[config.mk]
export PLATFORM = sky130hd
export DESIGN_NAME = mpeg_sc_scanner
export DESIGN_NICKNAME = d
export VERILOG_FILES = /design/src/rtl/mpeg_sc_pkg.sv /design/src/rtl/mpeg_sc_fifo.sv /design/src/rtl/mpeg_sc_scanner.sv
export SDC_FILE = /design/constraint.sdc
export NUM_CORES = 1
export LEC_CHECK = 0
export BUFFER_PORTS_ARGS = -buffer_cell sky130_fd_sc_hd__buf_4
export CAP_MARGIN = 10
export CORE_UTILIZATION = 50
export DETAILED_ROUTE_END_ITERATION = 7
export GPL_TIMING_DRIVEN = 0
export MAX_ROUTING_LAYER = met4
export PLACE_DENSITY = 0.67
export SETUP_SLACK_MARGIN = 0.2
export SLEW_MARGIN = 20
export SYNTH_ARGS = -nofsm -noshare
export SYNTH_HDL_FRONTEND = slang
export SYNTH_SLANG_ARGS = --single-unit
export TNS_END_PERCENT = 50
[constraint.sdc]
create_clock -name clk -period 7.4 [get_ports clk]
set_input_delay 0 -clock clk [delete_from_list [all_inputs] [get_ports clk]]
set_output_delay 0 -clock clk [all_outputs]
set_load 0.02 [all_outputs]
[src/rtl/mpeg_sc_pkg.sv]
// MPEG start-code constants, output record type and small decode helpers.
// Latency: none (definitions only).
// Backpressure: not applicable.
package mpeg_sc_pkg;

   localparam logic [23:0] SC_PREFIX  = 24'h000001;
   localparam logic [7:0]  SC_PICTURE = 8'h00;
   localparam logic [7:0]  SC_SEQ_HDR = 8'hB3;
   localparam logic [7:0]  SC_PACK    = 8'hBA;
   localparam logic [7:0]  SC_VID_LO  = 8'hE0;
   localparam logic [7:0]  SC_VID_HI  = 8'hEF;
   localparam logic [7:0]  SC_SEQ_END = 8'hB7;

   // One registered output beat.
   typedef struct packed {
      logic       vld;
      logic [7:0] dat;
      logic       first;
      logic [7:0] code;
      logic       last;
   } sc_out_t;

   function automatic logic is_prefix(input logic [7:0] b0, input logic [7:0] b1,
                                      input logic [7:0] b2);
      return {b0, b1, b2} == SC_PREFIX;
   endfunction

   function automatic logic is_vid_code(input logic [7:0] c);
      return (c >= SC_VID_LO) && (c <= SC_VID_HI);
   endfunction

endpackage

[src/rtl/mpeg_sc_fifo.sv]
// Synchronous byte FIFO with occupancy count, registered prog_full and sticky overflow.
// Latency: a written byte is readable the cycle after the write.
// Backpressure: no write ready; writes while full are dropped and latch overflow.
module mpeg_sc_fifo #(
   parameter int DEPTH     = 16,
   parameter int PROG_FULL = 12
) (
   input  logic       clk,
   input  logic       rst_n,
   input  logic       clk_en,
   input  logic       wr_vld,
   input  logic [7:0] wr_dat,
   input  logic       rd_rdy,
   output logic       rd_vld,
   output logic [7:0] rd_dat,
   output logic       prog_full,
   output logic       overflow
);
   localparam int AW = $clog2(DEPTH);
   localparam logic [AW:0]   DEPTH_C = (AW+1)'(DEPTH);
   localparam logic [AW:0]   PF_C    = (AW+1)'(PROG_FULL);
   localparam logic [AW:0]   CNT_ONE = (AW+1)'(1);
   localparam logic [AW-1:0] PTR_ONE = AW'(1);

   logic [7:0]    mem_q [DEPTH];
   logic [AW-1:0] wr_ptr_q, wr_ptr_d, rd_ptr_q, rd_ptr_d;
   logic [AW:0]   count_q, count_d;
   logic          prog_full_q, prog_full_d, overflow_q, overflow_d;
   logic          full, empty, push, pop;

   // Push/pop decisions; a write while full is a drop even if a read frees a slot
   always_comb begin
      full        = (count_q == DEPTH_C);
      empty       = (count_q == '0);
      push        = clk_en & wr_vld & ~full;
      pop         = clk_en & rd_rdy & ~empty;
      wr_ptr_d    = push ? wr_ptr_q + PTR_ONE : wr_ptr_q;
      rd_ptr_d    = pop  ? rd_ptr_q + PTR_ONE : rd_ptr_q;
      count_d     = count_q;
      case ({push, pop})
         2'b10:   count_d = count_q + CNT_ONE;
         2'b01:   count_d = count_q - CNT_ONE;
         default: count_d = count_q;
      endcase
      prog_full_d = (count_d >= PF_C);
      overflow_d  = overflow_q | (clk_en & wr_vld & full);
   end

   // Control state
   always_ff @(posedge clk or negedge rst_n) begin
      if (!rst_n) begin
         wr_ptr_q    <= '0;
         rd_ptr_q    <= '0;
         count_q     <= '0;
         prog_full_q <= 1'b0;
         overflow_q  <= 1'b0;
      end else if (clk_en) begin
         wr_ptr_q    <= wr_ptr_d;
         rd_ptr_q    <= rd_ptr_d;
         count_q     <= count_d;
         prog_full_q <= prog_full_d;
         overflow_q  <= overflow_d;
      end
   end

   // Storage array, no reset needed: contents are qualified by count
   always_ff @(posedge clk) begin
      if (push) mem_q[wr_ptr_q] <= wr_dat;
   end

   assign rd_vld    = ~empty;
   assign rd_dat    = mem_q[rd_ptr_q];
   assign prog_full = prog_full_q;
   assign overflow  = overflow_q;

endmodule

[src/rtl/mpeg_sc_scanner.sv]
// Start-code scanner: buffers the byte stream, tags the first 0x00 of each 00 00 01 xx prefix.
// Latency: 6 cycles input to sc_valid (FIFO, 4-slot window, output register); flushed tail sooner.
// Backpressure: valid/ready on output; mpeg_prog_full throttles the source. SC_STATS_EN adds counters.
module mpeg_sc_scanner #(
   parameter int FIFO_DEPTH = 16,
   parameter int PROG_FULL  = 12
) (
   input  logic        clk,
   input  logic        rst_n,
   input  logic        clk_en,
   input  logic [7:0]  mpeg_in,
   input  logic        mpeg_in_en,
   input  logic        stream_end,
   output logic        mpeg_prog_full,
   output logic [7:0]  sc_byte,
   output logic        sc_valid,
   input  logic        sc_ready,
   output logic        sc_first,
   output logic [7:0]  sc_code,
   output logic        sc_last,
   output logic        overflow,
   output logic [31:0] sc_cnt,
   output logic [31:0] vid_sc_cnt
);
   import mpeg_sc_pkg::*;

   logic            fifo_vld, fifo_pop;
   logic [7:0]      fifo_dat;
   logic [3:0][7:0] win_q, win_d;
   logic [3:0]      wv_q, wv_d;
   sc_out_t         out_q, out_d;
   logic            done_q, done_d;
   logic            accept, out_free, win_full, win_contig, flush, load, tag, is_last;
   logic            take0, take1, take2;

   mpeg_sc_fifo #(.DEPTH(FIFO_DEPTH), .PROG_FULL(PROG_FULL)) u_fifo (
      .clk       (clk),
      .rst_n     (rst_n),
      .clk_en    (clk_en),
      .wr_vld    (mpeg_in_en),
      .wr_dat    (mpeg_in),
      .rd_rdy    (fifo_pop),
      .rd_vld    (fifo_vld),
      .rd_dat    (fifo_dat),
      .prog_full (mpeg_prog_full),
      .overflow  (overflow)
   );

   // Window compaction toward w0 and output-register load; flush waits for a gap-free window
   always_comb begin
      accept     = out_q.vld & sc_ready;
      out_free   = ~out_q.vld | sc_ready;
      win_full   = &wv_q;
      win_contig = (wv_q == 4'b0001) | (wv_q == 4'b0011) | (wv_q == 4'b0111) | win_full;
      flush      = stream_end & ~fifo_vld;
      load       = ~done_q & out_free & wv_q[0] & (win_full | (flush & win_contig));
      is_last    = flush & (wv_q == 4'b0001);
      take0      = wv_q[1] & (~wv_q[0] | load);
      take1      = wv_q[2] & (~wv_q[1] | take0);
      take2      = wv_q[3] & (~wv_q[2] | take1);
      fifo_pop   = fifo_vld & (~wv_q[3] | take2);
      tag        = win_full & is_prefix(win_q[0], win_q[1], win_q[2]);

      win_d = win_q;
      wv_d  = wv_q;
      if (take0) begin
         win_d[0] = win_q[1];
         wv_d[0]  = 1'b1;
      end else if (load) begin
         wv_d[0]  = 1'b0;
      end
      if (take1) begin
         win_d[1] = win_q[2];
         wv_d[1]  = 1'b1;
      end else if (take0) begin
         wv_d[1]  = 1'b0;
      end
      if (take2) begin
         win_d[2] = win_q[3];
         wv_d[2]  = 1'b1;
      end else if (take1) begin
         wv_d[2]  = 1'b0;
      end
      if (fifo_pop) begin
         win_d[3] = fifo_dat;
         wv_d[3]  = 1'b1;
      end else if (take2) begin
         wv_d[3]  = 1'b0;
      end

      out_d  = out_q;
      done_d = done_q;
      if (load) begin
         out_d.vld   = 1'b1;
         out_d.dat   = win_q[0];
         out_d.first = tag;
         out_d.code  = tag ? win_q[3] : 8'h00;
         out_d.last  = is_last;
         done_d      = is_last;
      end else if (accept) begin
         out_d = '0;
      end
   end

   // Window, output register and end-of-stream latch, all frozen while clk_en is low
   always_ff @(posedge clk or negedge rst_n) begin
      if (!rst_n) begin
         win_q  <= '0;
         wv_q   <= '0;
         out_q  <= '0;
         done_q <= 1'b0;
      end else if (clk_en) begin
         win_q  <= win_d;
         wv_q   <= wv_d;
         out_q  <= out_d;
         done_q <= done_d;
      end
   end

   assign sc_valid = out_q.vld;
   assign sc_byte  = out_q.dat;
   assign sc_first = out_q.first;
   assign sc_code  = out_q.code;
   assign sc_last  = out_q.last;

`ifdef SC_STATS_EN
   logic [31:0] sc_cnt_q, sc_cnt_d, vid_cnt_q, vid_cnt_d;

   // Count accepted tagged bytes; video codes also counted separately
   always_comb begin
      sc_cnt_d  = sc_cnt_q;
      vid_cnt_d = vid_cnt_q;
      if (accept & out_q.first) begin
         sc_cnt_d = sc_cnt_q + 32'd1;
         if (is_vid_code(out_q.code)) vid_cnt_d = vid_cnt_q + 32'd1;
      end
   end

   // Statistics registers
   always_ff @(posedge clk or negedge rst_n) begin
      if (!rst_n) begin
         sc_cnt_q  <= '0;
         vid_cnt_q <= '0;
      end else if (clk_en) begin
         sc_cnt_q  <= sc_cnt_d;
         vid_cnt_q <= vid_cnt_d;
      end
   end

   assign sc_cnt     = sc_cnt_q;
   assign vid_sc_cnt = vid_cnt_q;
`else
   assign sc_cnt     = '0;
   assign vid_sc_cnt = '0;
`endif

endmodule

==> results of run 1 <==
## tightest hold or removal path: stages
cell      delay [ns]
clkbuf_1        0.20
nand2_1         0.11
a21o_1          0.10
## cell type report
cell class / instances / area, um2 / area share, %
Sequential cell: 199 / 5620 / 55.69
Multi-Input combinational cell: 314 / 2574 / 25.50
Buffer: 91 / 601.8 / 5.963
Clock buffer: 17 / 425.4 / 4.215
Timing Repair Buffer: 44 / 357.8 / 3.546
Tap cell: 220 / 275.3 / 2.727
Clock inverter: 15 / 166.4 / 1.649
Inverter: 19 / 71.32 / 0.7067
## where the power goes
| group | leakage, nW | internal (mW) | total, mW | switching, mW |
|---|---|---|---|---|
| sequential | 2.00 | 1.39 | 1.53 | 0.142 |
| clock | 0.276 | 0.478 | 0.905 | 0.426 |
| combinational | 1.67 | 0.533 | 1.19 | 0.662 |
## worst paths after layout
| check | start | end | slack [ns] | cells past startpoint |
|---|---|---|---|---|
| setup / recovery | u_fifo.count_q[1] | u_fifo.prog_full | 3.92 | 11 |
| hold / removal | clk_en | sc_valid | 0.02 | 3 |
| setup reg to reg | u_fifo.count_q[1] | u_fifo.prog_full | 3.92 | 11 |
| hold reg to reg | u_fifo.overflow | u_fifo.overflow | 0.48 | 1 |
| max in group asynchronous | rst_n | u_fifo.wr_ptr_q[1] | 6.61 | 2 |
| min in group asynchronous | rst_n | u_fifo.count_q[1] | 0.22 | 2 |
## placed cells by master, fill, tap and decap left out, types with 3 or more instances in the layout
cell	Yosys	final
clkbuf_16	0	17
o21a_1	3	3
mux2_1	17	17
conb_1	1	64
a211oi_1	8	8
buf_1	4	4
nand4_1	3	3
a2111oi_0	16	16
nor3_2	1	4
mux4_2	24	24
nor4_1	6	6
ha_1	9	9
nand3_1	3	3
clkinv_8	0	3
buf_2	4	4
nor2b_1	18	18
dlygate4sd3_1	0	11
a21o_1	6	6
a21oi_1	19	19
clkinvlp_4	0	4
xnor2_1	8	8
mux2_4	8	8
nand2_1	15	15
nand2b_1	4	4
edfxtp_1	128	128
mux2_2	9	9
inv_6	0	3
a22o_1	16	16
clkbuf_1	17	17
nor3_1	7	4
nor2_1	25	25
buf_4	64	97
inv_1	17	17
dfrtp_1	71	71
## state kept, by name, indices dropped and copies added, names as in the netlist
register	flops
u_fifo.mem_q	128
win_q	32
sc_byte	8
sc_code	8
u_fifo.count_q	5
u_fifo.rd_ptr_q	4
u_fifo.wr_ptr_q	4
wv_q	4
done_q	1
sc_first	1
sc_last	1
sc_valid	1
u_fifo.overflow	1
u_fifo.prog_full	1
## cell families after synthesis
kind of cell | synth area share [%]
compound gates | 8.075
xor+xnor | 0.9150
fa+ha+maj | 1.539
buf+inv | 7.813
flops | 65.23
mux | 11.07
other cells | 0.04352
simple gates | 5.315
## stage by stage
stage,hold WS (ns),power [mW],util [%],cells
after global placement,0.1593,2.699,56.14,876
final,0.02495,3.628,60.43,919
after floorplan,-0.2956,2.400,-,623
after CTS,0.006635,3.656,60.40,919
after detailed placement,0.1676,2.746,56.20,876
after global routing,0.06786,3.827,60.43,919
## layer usage
metal	global-route usage [%]	vias up
met5	-	-
met4	6.124	0
met3	5.137	13
met2	33.77	135
met1	24.03	2390
li1	-	2232
==> results.ini, run 1 <==
[sta]
fmax_ghz=0.2875
hold_violations=0
slew_violations=0
setup_tns_ns=0
relSlewSlack_pct=29.85
fin_crit_sh_pct=47.00
min_period_ns=3.478
finClkSkew_ns=0.01033
rsz0062_at_grt=false
worst_slack_ns=3.922
worst_pin_slew_ns=1.044
setup_viol=0

[clock_network]
cts_root_buffer=clkbuf_16
cts_resized=0
clk_pin_slew_ns=0.07
cts_buffers=17
cts_sinks=199
clock_latency_ns=0.43
post_cts_buffers=0
hold_buffers=11
cts.path.max_buffers=2
cts_tree=yes
cts_max_level=4

[detailed_routing]
antenna_left=0
wl_met3_um=812
wire_per_inst_um=17.63
post-route-drc-count=0
via_per_inst=5.190
num_vias=4770
routed_wirelength_mm=16.20
drt_iter0_drc=239
drtPass1Iterations=5
wl_met1_mm=6.812
top_layer=met4
wl_met2_mm=8.330

[floorplanning]
core_area_um2=16700
die_y_um=133.3
ios=99
rows=47
start_util_pct=51.59
dieArea_um2=17760
die_w_um=133.3

[synth]
synth-edff-count=128
synthDistinctLibCells=53
synthTopCellsByArea=edfxtp_1, dfrtp_1, mux4_2, buf_4, mux2_1
synth_top_flop_cell=edfxtp_1
syn_area_um2=8616
yosysMostFrequentCell=edfxtp_1
async_reset_ff_share_pct=35.68
yosysTopAreaCellShare_pct=44.61
netlist_top_cells_count=edfxtp_1, dfrtp_1, buf_4
syn_inst=560
syn_area_per_cell_um2=15.39
yosys_warnings=0
yosysTopAreaCell=edfxtp_1
synth-seq-cells=199
synth_seq_area_share_pct=65.23

[setup_path]
slowest_stage=or4_4
cpLargestDelayFamily=simple AND/OR/NAND/NOR gates
crit_path_end_kind=flop
crit_chain=or4_4 > o21a_1 > o31a_1 > buf_1 > ha_1 > ha_1 > nor2b_1 > o21a_1 > o21a_1 > or3_1 > o211ai_1
crit_buf_inv=1
critPathKind=reg2reg
cpMostUsedCell=o21a_1
start_kind=flop
crit_path_max_fanout=10
required_ns=7.73
crit_arrival_ns=3.81
slowest_delay_ns=0.59

[grt]
track_usage_pct=20.17
grt_max_degree=72
grt_pass1_vias=4952
antenna_found_initial=0
grt_pass1_wl_mm=25.85
overflow=0

[placed_design]
place_ws_ns=3.911
dpl_cell_area_um2=9385
place.detailed.hpwl_mm=11.22
port_buffers=33
globalplace.congestion=0.8335

[layout]
area_growth_pct=17.14
drive_gt1_share_pct=27.04
nFillCells=1320
stdcell_area_um2=10090
nNetsFinal=710
antenna_cells=0

[worst_hold_path]
hp-class=in2reg

[status]
status=completed

[pwr]
peakVddDrop_uv=273.7
powerDensity_nw_per_um2=359.5
p_leak_nw=3.947

[flow_run]
maxCapViolCount=0

Note: power is estimated with default switching activity, not from simulation.
==> run 2: changes to the inputs <==
ABC_AREA = 1   (was default)
clock period = 3.4 ns   (was 7.4 ns; I/O delays follow)
==> run 2 against run 1 <==
Against the previous run:
- setup slack lost 3.4 ns
- clock power grew 130%
- die area grew 2.8%
- non-clock buffer count grew 10
- sequential share of layout area shrank 1.6 points
- critical endpoint unchanged
==> results.ini, run 2 <==
[status]
status=completed

[clock_network]
clk_pin_slew_ns=0.08
cts_buffers=17
cts_tree=yes
cts_max_level=4
clock_latency_ns=0.43
cts_sinks=199
cts_root_buffer=clkbuf_16
post_cts_buffers=0
cts.path.max_buffers=2

[sta]
hold_violations=0
worst_pin_slew_ns=0.8759
slew_violations=0
fmax_ghz=0.3421
setup_tns_ns=0
relSlewSlack_pct=41.61
finClkSkew_ns=0.01069
rsz0062_at_grt=false
setup_viol=0
fin_crit_sh_pct=85.97
worst_slack_ns=0.4771
min_period_ns=2.923

[layout]
largest-register=u_fifo.mem_q
regArea_um2=5620
layout_common_cells=edfxtp_1, nor2_1, nand2_1
final_util_pct=60.08
antenna_cells=0
drive_gt1_share_pct=19.96
area_growth_pct=17.25
nFillCells=1403
multiInputGateArea_um2=2649
top_regs=u_fifo.mem_q: 128 flops, win_q: 32 flops
nNetsFinal=958
final_common_cell=edfxtp_1
largest_register_ffs=128

[floorplanning]
ios=99
die_y_um=135.1
core_area_um2=17300
dieArea_um2=18260
die_w_um=135.1
rows=48
start_util_pct=51.24

[detailed_routing]
antenna_left=0
drtPass1Iterations=5
top_layer=met4
drt_iter0_drc=369
wire_per_inst_um=16.49
routed_wirelength_mm=19.32
wl_met2_mm=9.168
via_per_inst=5.128
wl_met1_mm=8.338
wl_met3_mm=1.385
post-route-drc-count=0
num_vias=6010

[setup_path]
required_ns=3.76
start_kind=flop
crit_path_end_kind=flop
critPathKind=reg2reg
crit_path_max_fanout=10
crit_arrival_ns=3.29
r2r-start=wv_q[0]
crit_start=wv_q[0]

[synth]
netlist_top_cells_count=edfxtp_1, nor2_1, nand2_1
synth-xor-area-share_pct=1.172
yosysMostFrequentCell=edfxtp_1
syn_inst=806
yosysTopAreaCell=edfxtp_1
synth_top_flop_cell=edfxtp_1
syn_area_um2=8862
synthTopCellsByArea=edfxtp_1, dfrtp_1, buf_4, nor2_1, o21ai_0
synth_seq_area_share_pct=63.42
synth-seq-cells=199
yosysTopAreaCellShare_pct=43.37
yosys.area_share.simple_pct=14.08
async_reset_ff_share_pct=35.68
yosys_warnings=0
synthAdderAreaFrac_pct=1.497
synth_top_family_by_area=simple AND/OR/NAND/NOR gates
synthDistinctLibCells=34
synth-compound-area-share_pct=10.35
synth-edff-count=128
synth.area.mux_share_pct=0
syn_area_per_cell_um2=11.00

[pwr]
p_switching_mw=3.046
p_leak_nw=4.358
pwr-share-clk_pct=26.2
powerDensity_nw_per_um2=770.4
power_frac_seq_pct=39.3
peakVddDrop_uv=453.7
combPwrFrac_pct=34.6
p_int_mw=4.960
switching_share_pct=38.05
total_power_mw=8.006

[grt]
grt_pass1_wl_mm=29.55
antenna_found_initial=0
track_usage_pct=22.93
grt_max_degree=72
grt_pass1_vias=5360
overflow=0

[placed_design]
place_ws_ns=0.4098
place.detailed.hpwl_mm=13.08
globalplace.congestion=0.9037
port_buffers=33

[worst_hold_path]
min-delay-start=sc_ready
hp-class=in2reg

[flow_run]
maxCapViolCount=0

[run 2: cell types whose count changed in the layout (fill, tap and decap cells not counted), sizes merged, moves of 27 or more]
cell and delta:
o21ai +107, o211ai +31, inv +27, nor2 +102
mux2 -34, nand3 +40, nand2 +90
[run 2: routing by layer]
metal	track usage (%)	up-vias
met4	7.615	0
met3	4.377	34
li1	-	2893
met5	-	-
met1	30.65	2819
met2	35.36	264
[run 2: area by class of cell]
| type | instances | share of cell area (%) |
|---|---|---|
| Buffer | 99 | 6.466 |
| Tap cell | 225 | 2.709 |
| Timing Repair Buffer | 46 | 3.636 |
| Sequential cell | 199 | 54.09 |
| Multi-Input combinational cell | 527 | 25.49 |
| Clock inverter | 15 | 1.927 |
| Inverter | 44 | 1.589 |
| Clock buffer | 17 | 4.094 |
[run 2: worst max-delay path: stages, from the launching register on]
cell	delay, ns
dfrtp_1	0.40
inv_1	0.12
nor3_2	0.24
or2_1	0.14
nand3_2	0.18
inv_2	0.12
buf_4	0.22
ha_2	0.27
inv_1	0.07
fa_1	0.40
o21ai_0	0.25
xor2_1	0.17
nand2_1	0.07
nand2_1	0.06
nand2_1	0.07
nand2_1	0.09
[run 2: stage by stage]
stage,cells,cell area (um2),hold slack (ns)
after global routing,1172,10390,0.2181
after global placement,1127,9628,0.1852
after CTS,1172,10380,0.1725
final,1172,10390,0.2034
after detailed placement,1127,9628,0.1824
after floorplan,869,9099,-0.2956
[run 2: cell families (layout without fill, tap and decap cells)]
logic type | Yosys count | after routing
AND/OR/NAND/NOR | 293 | 293
flip-flops | 199 | 199
AO/OA/AOI/OAI | 149 | 149
buffers and inverters | 143 | 221
XOR/XNOR | 11 | 11
adder cells (fa/ha/maj) | 10 | 10
other | 1 | 64
[run 2: final timing paths]
path | endpoint | slack (ns) | cells after the start
max | u_fifo.prog_full | 0.48 | 15
max reg2reg | u_fifo.prog_full | 0.48 | 15
min in group asynchronous | sc_byte[3] | 0.24 | 2
max in group asynchronous | u_fifo.count_q[2] | 2.60 | 2
min | sc_byte[6] | 0.20 | 7
min reg2reg | win_q[8] | 0.48 | 2
[run 2: timing repair]
action	CTS	global route
gates resized for setup	0	2
hold endpoints to repair	203	0
hold buffers	13	0
endpoints found under the setup margin	0	2
[run 2: power groups by stage]
stage / clock (mW) / sequential (mW) / combinational, mW
floorplan: 0 / 3.16 / 1.92
global placement: 0 / 3.18 / 2.68
detailed placement: 0 / 3.19 / 2.72
CTS: 2.13 / 3.14 / 2.75
global route: 2.21 / 3.19 / 3.08
finish: 2.09 / 3.15 / 2.77
